## config.mk

```make
export PLATFORM = sky130hd
export DESIGN_NAME = clock_mode_detector
export DESIGN_NICKNAME = d
export VERILOG_FILES = /design/src/rtl/clock_mode_pkg.sv /design/src/rtl/clock_mode_detector_classifier.sv /design/src/rtl/clock_mode_detector.sv
export SDC_FILE = /design/constraint.sdc
export NUM_CORES = 1
export LEC_CHECK = 0
export CAP_MARGIN = 10
export CORE_UTILIZATION = 60
export CTS_BUF_LIST = sky130_fd_sc_hd__clkbuf_4
export DETAILED_ROUTE_END_ITERATION = 16
export PLACE_DENSITY = 0.8
export SLEW_MARGIN = 30
export SYNTH_ARGS = -nofsm -noshare
export SYNTH_HDL_FRONTEND = slang
export SYNTH_SLANG_ARGS = --single-unit
```

## constraint.sdc

```tcl
create_clock -name clock -period 3.7 [get_ports clock]
set_clock_uncertainty 0.2 [all_clocks]
set_input_delay 1.11 -clock clock [delete_from_list [all_inputs] [get_ports clock]]
set_output_delay 1.11 -clock clock [all_outputs]
set_load 0.05 [all_outputs]
```

## src/rtl/clock_mode_pkg.sv

```systemverilog
// Shared types and default periods for the clock divider family
// and the mode detector that recovers their selection.
package clock_mode_pkg;

  typedef enum logic [1:0] {
    MODE_NONE   = 2'b00,
    MODE_NORMAL = 2'b01,
    MODE_FAST   = 2'b10,
    MODE_SLOW   = 2'b11
  } mode_t;

  typedef enum logic [1:0] {
    IDLE    = 2'd0,
    MEASURE = 2'd1,
    STALL   = 2'd2
  } state_t;

  localparam int DEF_NORMAL_PERIOD = 8;
  localparam int DEF_FAST_PERIOD   = 4;
  localparam int DEF_SLOW_PERIOD   = 16;
  localparam int DEF_TOL           = 1;
  localparam int DEF_CONFIRM       = 3;
  localparam int DEF_TIMEOUT       = 48;
  localparam int DEF_CNT_W         = 8;

  // True when p lies in [nom-tol, nom+tol]
  function automatic logic in_window(
    input int p,
    input int nom,
    input int tol
  );
    return (p >= nom - tol) && (p <= nom + tol);
  endfunction

endpackage

```

## src/rtl/clock_mode_detector_classifier.sv

```systemverilog
// Combinational period classifier: maps a measured period
// onto FAST, NORMAL or SLOW, or NONE when outside all windows.
module period_classifier
  import clock_mode_pkg::*;
#(
  parameter int NORMAL_PERIOD = DEF_NORMAL_PERIOD,
  parameter int FAST_PERIOD   = DEF_FAST_PERIOD,
  parameter int SLOW_PERIOD   = DEF_SLOW_PERIOD,
  parameter int TOL           = DEF_TOL,
  parameter int CNT_W         = DEF_CNT_W
) (
  input  logic [CNT_W-1:0] i_period,
  output mode_t            o_class
);

  int w_p;

  assign w_p = int'(i_period);

  // FAST is tested first, then NORMAL, then SLOW
  always_comb begin
    o_class = MODE_NONE;
    if (in_window(w_p, FAST_PERIOD, TOL))
      o_class = MODE_FAST;
    else if (in_window(w_p, NORMAL_PERIOD, TOL))
      o_class = MODE_NORMAL;
    else if (in_window(w_p, SLOW_PERIOD, TOL))
      o_class = MODE_SLOW;
  end

endmodule

```

## src/rtl/clock_mode_detector.sv

```systemverilog
// Samples a divided clock as data, measures its period and
// commits a confirmed NORMAL/FAST/SLOW mode, flagging stalls.
module clock_mode_detector
  import clock_mode_pkg::*;
#(
  parameter int NORMAL_PERIOD = DEF_NORMAL_PERIOD,
  parameter int FAST_PERIOD   = DEF_FAST_PERIOD,
  parameter int SLOW_PERIOD   = DEF_SLOW_PERIOD,
  parameter int TOL           = DEF_TOL,
  parameter int CONFIRM       = DEF_CONFIRM,
  parameter int TIMEOUT       = DEF_TIMEOUT,
  parameter int CNT_W         = DEF_CNT_W
) (
  input  logic       clock,
  input  logic       reset,
  input  logic       sense_clock,
  output logic [1:0] mode,
  output logic       mode_valid,
  output logic       mode_changed,
  output logic       error_code_3
);

  localparam int MW = (CONFIRM < 2) ? 1 : $clog2(CONFIRM + 1);
  localparam logic [MW-1:0] CONF_M = MW'(CONFIRM);
  localparam logic [MW-1:0] ONE_M = MW'(1);
  localparam logic [CNT_W-1:0] TO_C = CNT_W'(TIMEOUT);
  localparam logic [CNT_W-1:0] ONE_C = CNT_W'(1);

  logic             r_sense_d;
  logic             w_rise;
  state_t           r_state;
  state_t           w_state_nxt;
  logic [CNT_W-1:0] r_cnt;
  logic [CNT_W-1:0] w_cnt_nxt;
  mode_t            r_mode;
  mode_t            w_mode_nxt;
  mode_t            r_cand;
  mode_t            w_cand_nxt;
  logic [MW-1:0]    r_match;
  logic [MW-1:0]    w_match_nxt;
  logic             r_changed;
  logic             w_changed_nxt;
  logic             r_err;
  logic             w_err_nxt;
  mode_t            w_class;

  assign w_rise = sense_clock & ~r_sense_d;

  period_classifier #(
    .NORMAL_PERIOD(NORMAL_PERIOD),
    .FAST_PERIOD  (FAST_PERIOD),
    .SLOW_PERIOD  (SLOW_PERIOD),
    .TOL          (TOL),
    .CNT_W        (CNT_W)
  ) u_classifier (
    .i_period(r_cnt),
    .o_class (w_class)
  );

  // Delay line for rising-edge detection of the sensed clock
  always_ff @(posedge clock) begin
    if (reset)
      r_sense_d <= 1'b0;
    else
      r_sense_d <= sense_clock;
  end

  // FSM state register
  always_ff @(posedge clock) begin
    if (reset)
      r_state <= IDLE;
    else
      r_state <= w_state_nxt;
  end

  // Next state, period counter, confirmation and commit logic
  always_comb begin
    w_state_nxt   = r_state;
    w_cnt_nxt     = r_cnt;
    w_mode_nxt    = r_mode;
    w_cand_nxt    = r_cand;
    w_match_nxt   = r_match;
    w_changed_nxt = 1'b0;
    w_err_nxt     = r_err;
    unique case (r_state)
      IDLE: begin
        if (w_rise) begin
          w_state_nxt = MEASURE;
          w_cnt_nxt   = ONE_C;
        end
      end
      MEASURE: begin
        if (w_rise) begin
          w_cnt_nxt = ONE_C;
          if (w_class == r_cand) begin
            if (r_match != CONF_M)
              w_match_nxt = r_match + ONE_M;
          end else begin
            w_cand_nxt  = w_class;
            w_match_nxt = ONE_M;
          end
          if (w_match_nxt == CONF_M &&
              w_cand_nxt != r_mode) begin
            w_mode_nxt    = w_cand_nxt;
            w_changed_nxt = 1'b1;
            w_err_nxt     = (w_cand_nxt == MODE_NONE);
          end
        end else if (r_cnt == TO_C) begin
          w_state_nxt   = STALL;
          w_cnt_nxt     = '0;
          w_mode_nxt    = MODE_NONE;
          w_cand_nxt    = MODE_NONE;
          w_match_nxt   = '0;
          w_err_nxt     = 1'b1;
          w_changed_nxt = (r_mode != MODE_NONE);
        end else if (r_cnt != '1) begin
          w_cnt_nxt = r_cnt + ONE_C;
        end
      end
      STALL: begin
        if (w_rise) begin
          w_state_nxt = MEASURE;
          w_cnt_nxt   = ONE_C;
        end
      end
      default: begin
        w_state_nxt = IDLE;
        w_cnt_nxt   = '0;
      end
    endcase
  end

  // Datapath and registered outputs
  always_ff @(posedge clock) begin
    if (reset) begin
      r_cnt     <= '0;
      r_mode    <= MODE_NONE;
      r_cand    <= MODE_NONE;
      r_match   <= '0;
      r_changed <= 1'b0;
      r_err     <= 1'b0;
    end else begin
      r_cnt     <= w_cnt_nxt;
      r_mode    <= w_mode_nxt;
      r_cand    <= w_cand_nxt;
      r_match   <= w_match_nxt;
      r_changed <= w_changed_nxt;
      r_err     <= w_err_nxt;
    end
  end

  assign mode         = r_mode;
  assign mode_valid   = (r_mode != MODE_NONE);
  assign mode_changed = r_changed;
  assign error_code_3 = r_err;

endmodule

```

# == Yosys cells after proc, flatten, opt, wreduce, memory -nomap -nowiden ==
# Cells that the tools add are included.
# word_totals
ff_bits,19
input_bits,3
word_cells,76
# classes
addsub,2
n_lt_le_gt_ge,6
n_eq_ne,13
mux,30
n_bitwise,3
n_reduce_logical,14
# op_table
op,n
2-bit two-way mux,18
8-bit two-way mux,4
8-bit case mux with 2 select lines,1
8-bit by 1-bit adder with 8-bit output (second input constant),1
8-bit by 6-bit == test with 1-bit output (second input constant),1
8-bit by 2-bit greater-or-equal comparator with 1-bit output (second input constant),1
8-bit by 3-bit greater-or-equal comparator with 1-bit output (second input constant),1
8-bit by 4-bit greater-or-equal comparator with 1-bit output (second input constant),1
8-bit by 3-bit less-or-equal comparator with 1-bit output (second input constant),1
8-bit by 4-bit less-or-equal comparator with 1-bit output (second input constant),1
8-bit by 5-bit less-or-equal comparator with 1-bit output (second input constant),1
8-bit != test (second input constant),1
1-bit two-way mux,6
2-bit != test (second input constant),3
3-bit AND reduction,2
2-bit == test (second input constant),2
1-bit logical AND,4
2-bit zero test,2
2-bit by 1-bit != test with 1-bit output (second input constant),2
4-bit != test (second input constant),1
2-bit case mux with 2 select lines,1
2-bit AND reduction,2
2-bit nonzero test,2
2-bit OR reduction,2
other kinds (6),7

# == Logic depth before layout (Yosys ltp) ==
# logic_depth
depth_word,13
mapped_depth,10
mapped_depth_nobuf,9

# == Cells and area by module ==
# Synthesis repeated with hierarchy kept, for this count alone.
# unflattened
hier_cells,139
hier_area_um2,1166.1
# by_module_without_submodules
module,instances,cells_each,area_each_um2
clock_mode_detector,1,128,1091.0
period_classifier,1,11,75.1

# == Worst setup path after synthesis ==
# Ideal clock, no wire load.
# synth_path
kind,input port to flip-flop
from,input sense_clock
to,"register r_err, in the netlist error_code_3"
setup_ns,0.121
arrival_ns,2.478
path_slack_ns,0.901
stages,6
cell_sequence,nand2b_1 > nor2_1 > o311ai_0 > or4_1 > buf_2 > mux2_4
# synth_via
elab_chain_len,3
# synth_lines
item,line_no,source
start: declaration,clock_mode_detector.sv:16,"input logic sense_clock,"
1-bit bitwise AND (*),clock_mode_detector.sv:47,assign w_rise = sense_clock & ~r_sense_d;
2-bit by 1-bit != test with 1-bit output (no line) or 2-bit nonzero test (tied branches),-,
3-bit AND reduction (no line),-,
end signal: assignment,clock_mode_detector.sv:148,r_err <= w_err_nxt;
end: declaration,clock_mode_detector.sv:43,logic r_err;
# Mark *: on every way between the ends. The rest lies on a longest branch, timed or not.
# A chain may end at the register's enable or synchronous reset.

# == Final worst setup path ==
# Same ends and word-level chain as after synthesis.

==> impl_metrics.env <==
export IMPL_status="complete, no violations"
export IMPL_ant_nets=0
export IMPL_synth_top_family_by_area="simple AND/OR/NAND/NOR gates"
export IMPL_clock_root_buffer="clkbuf_4"
export IMPL_routed_wl_mm=2.12
export IMPL_p_int_uw=263
export IMPL_fin_tns_setup_ns=0
export IMPL_fin_nets=153
export IMPL_cp_max_fo=6
export IMPL_final_layout_size_suffix_gt1_share_pct=11.0
export IMPL_synthMuxAreaShare_pct=3.00
export IMPL_overflow=0
export IMPL_stdcell_count=171
export IMPL_p_sw_uw=91.5
export IMPL_synth_area_top_cells="dfxtp_1 33%, nor2_1 6.8%, a21oi_1 4.3%"
export IMPL_crit_start="sense_clock"
export IMPL_fin_crit_sh_pct=84.8
export IMPL_cts_made_buffers=3
export IMPL_placed_cell_area_um2=1230
export IMPL_finalMaxSlewViolations=0
export IMPL_cts_htree_levels=1
export IMPL_hold_ws_ns=0.298
export IMPL_tightest_slew_ns=0.512
export IMPL_drv_cap=0
export IMPL_synth_seq_area_share_pct=32.6
export IMPL_synth_nets=146
export IMPL_synth_fa_ha_area_share_pct=3.22
export IMPL_total_power_uw=355
export IMPL_p_clk_share_pct=29.2
export IMPL_clkSlewWorstSetupHoldPaths_ns=0.11
export IMPL_synth_warnings=0
export IMPL_first_global_vias=847
export IMPL_syn_inst=140
export IMPL_die_y_um=46.1
export IMPL_ys_seq_elements=19
export IMPL_worstRegToRegCells=9
export IMPL_place_ws_ns=0.245
export IMPL_yosys_area_top_type="dfxtp_1"
export IMPL_synth_edff_count=0
export IMPL_hp_class="flop to flop"
export IMPL_cts_tree="built"
export IMPL_synth_ff_type="dfxtp_1"
export IMPL_wl_per_cell_um=12.4
export IMPL_area_growth_pct=8.05
export IMPL_combPwrFrac_pct=10.9
export IMPL_synth_area_um2=1170
export IMPL_dr_first_iter_drc_count=30
export IMPL_arrival_ns=3.14
export IMPL_pwr_share_seq_pct=59.9
export IMPL_setup_viol=0
export IMPL_drc_errors=0
export IMPL_ff2ff_setup_slack_ns=0.68
export IMPL_core_um2=1780
export IMPL_syn_area_per_cell_um2=8.33
export IMPL_start_util_pct=65.4
export IMPL_fp_dieArea_um2=2120
export IMPL_crit_end="error_code_3"
export IMPL_place_port_buffers=7
export IMPL_synthArstFlopShare_pct=0
export IMPL_clk_path_buf_depth=2
export IMPL_yosys_area_share_simple_pct=28.0
export IMPL_via_per_inst=5.75
export IMPL_num_fill_cells=143
export IMPL_cp_slowest_stage_delay_ns=0.64
export IMPL_start_kind="primary input"
export IMPL_max_freq_mhz=319
export IMPL_grtUsageTotal_pct=23.2
export IMPL_clock_latency_ns=0.30
export IMPL_crit_slowest_cell="or4_1"
export IMPL_r2r_start="r_cnt[0]"
export IMPL_via_count=984
export IMPL_crit_type="primary input to flop"
export IMPL_cp_end_kind="flop"
export IMPL_worst_endpoint_required_ns=3.70
export IMPL_synth_xor_area_share_pct=3.76
export IMPL_stdcell_area_um2=1260
export IMPL_slew_headroom_pct=65.8
export IMPL_core_rowCount=15
export IMPL_antenna_found_initial=0
export IMPL_num_antenna_cells=0
export IMPL_p_leak_nw=0.429
export IMPL_ios=8
export IMPL_grt_max_degree=15
export IMPL_first_pass_iters=4
export IMPL_power_per_cell_area_nw_per_um2=282
export IMPL_p_sw_share_pct=25.8
export IMPL_post_cts_resized=0
export IMPL_fin_ws_ns=0.564
export IMPL_min_period_ns=3.14
export IMPL_ys_types=49
export IMPL_grt_pass1_wl_mm=3.56
export IMPL_finalHoldViolations=0
export IMPL_cts_sinks=19
export IMPL_ir_drop_mv=0.276
export IMPL_regToRegEndpoint="error_code_3"
export IMPL_globalplace_congestion=0.816
export IMPL_final_util_pct=70.7
export IMPL_die_w_um=46.1
export IMPL_grt_setup_unrepaired="false"
export IMPL_holdBufCountCts=0
export IMPL_dp_cells=167
export IMPL_synth_compound_area_share_pct=25.4
export IMPL_crit_chain="clkdlybuf4s50_1 > nand2b_1 > nor2_1 > o311ai_0 > or4_1 > mux2_4"
export IMPL_cts_setup_buffers=0
export IMPL_hpwl_mm=1.65
export IMPL_synth_top_area_share_pct=32.6
[cells by family after synthesis]
kind of cell / count (synthesis)
simple gates: 64
compound gates: 38
flops: 19
buf+inv: 8
xor+xnor: 5
mux: 3
fa+ha+maj: 3
[flip-flops by register name, indices dropped and copies added, names as in the netlist]
signal,flops
r_cnt,8
r_match,2
error_code_3,1
mode_changed,1
r_state,2
r_cand,2
r_sense_d,1
mode,2
[critical path, delay by kind of cell]
family / cells / cell delay, ns
and+or+nand+nor: 3 / 1.06
buffers and inverters: 1 / 0.48
muxes: 1 / 0.33
AOI/OAI and AO/OA: 1 / 0.16
[layer usage]
layer | wire [um] | vias up | track usage, %
met5 | 0 | - | 0
met4 | 17 | 0 | 5.29
met3 | 42 | 2 | 3.53
met2 | 926 | 10 | 34.6
met1 | 1130 | 453 | 34.7
li1 | - | 519 | -
[power by group through the flow]
stage	logic (mW)	registers, mW	clock network, mW
detailed placement	0.0384	0.217	0
floorplan	0.0297	0.216	0
CTS	0.0387	0.212	0.109
global route	0.0433	0.213	0.115
finish	0.0387	0.213	0.103
global placement	0.0374	0.217	0
[layout by cell type (no fill, tap or decap), types with 2 or more instances in the layout]
master	n
ha_1	3
nand3_1	4
clkbuf_4	3
o21ai_1	3
xor2_1	4
o21ai_0	5
nor2_1	21
nor2b_1	4
nand2_1	13
nand4_1	3
o211ai_1	3
inv_1	2
clkdlybuf4s50_1	7
mux2i_1	2
a22oi_1	2
nor3_1	3
dfxtp_1	19
or3_1	3
nand2b_1	4
a21oi_1	10
[synthesized netlist by cell type, types with 3 or more instances]
master and n:
a21oi_1 10, dfxtp_1 19, ha_1 3, nand2_1 13
nand2b_1 4, nand3_1 4, nand4_1 3, nor2_1 21
nor2b_1 4, nor3_1 3, o211ai_1 3, o21ai_0 5
o21ai_1 3, or3_1 3, xor2_1 4
[worst min path at each step]
stage                       to       start  cells past startpoint
finish              r_match[0]  r_match[0]                      2
floorplan           r_match[0]  r_match[0]                      2
global placement    r_match[0]  r_match[0]                      2
detailed placement  r_match[0]  r_match[0]                      2
global route        r_match[0]  r_match[0]                      2
CTS                 r_match[0]  r_match[0]                      2
[final cells by class]
class / instances / area, um2 / share of cell area [%]
repair buffers: 7 / 70.1 / 5.56
flip-flops and latches: 19 / 380 / 30.2
clock inverters: 1 / 5.00 / 0.397
clock buffers: 3 / 22.5 / 1.79
well taps: 25 / 31.3 / 2.48
inverters: 3 / 11.3 / 0.894
multi-input cells: 113 / 739 / 58.7
No activity file was read; power rests on OpenSTA's default activity.
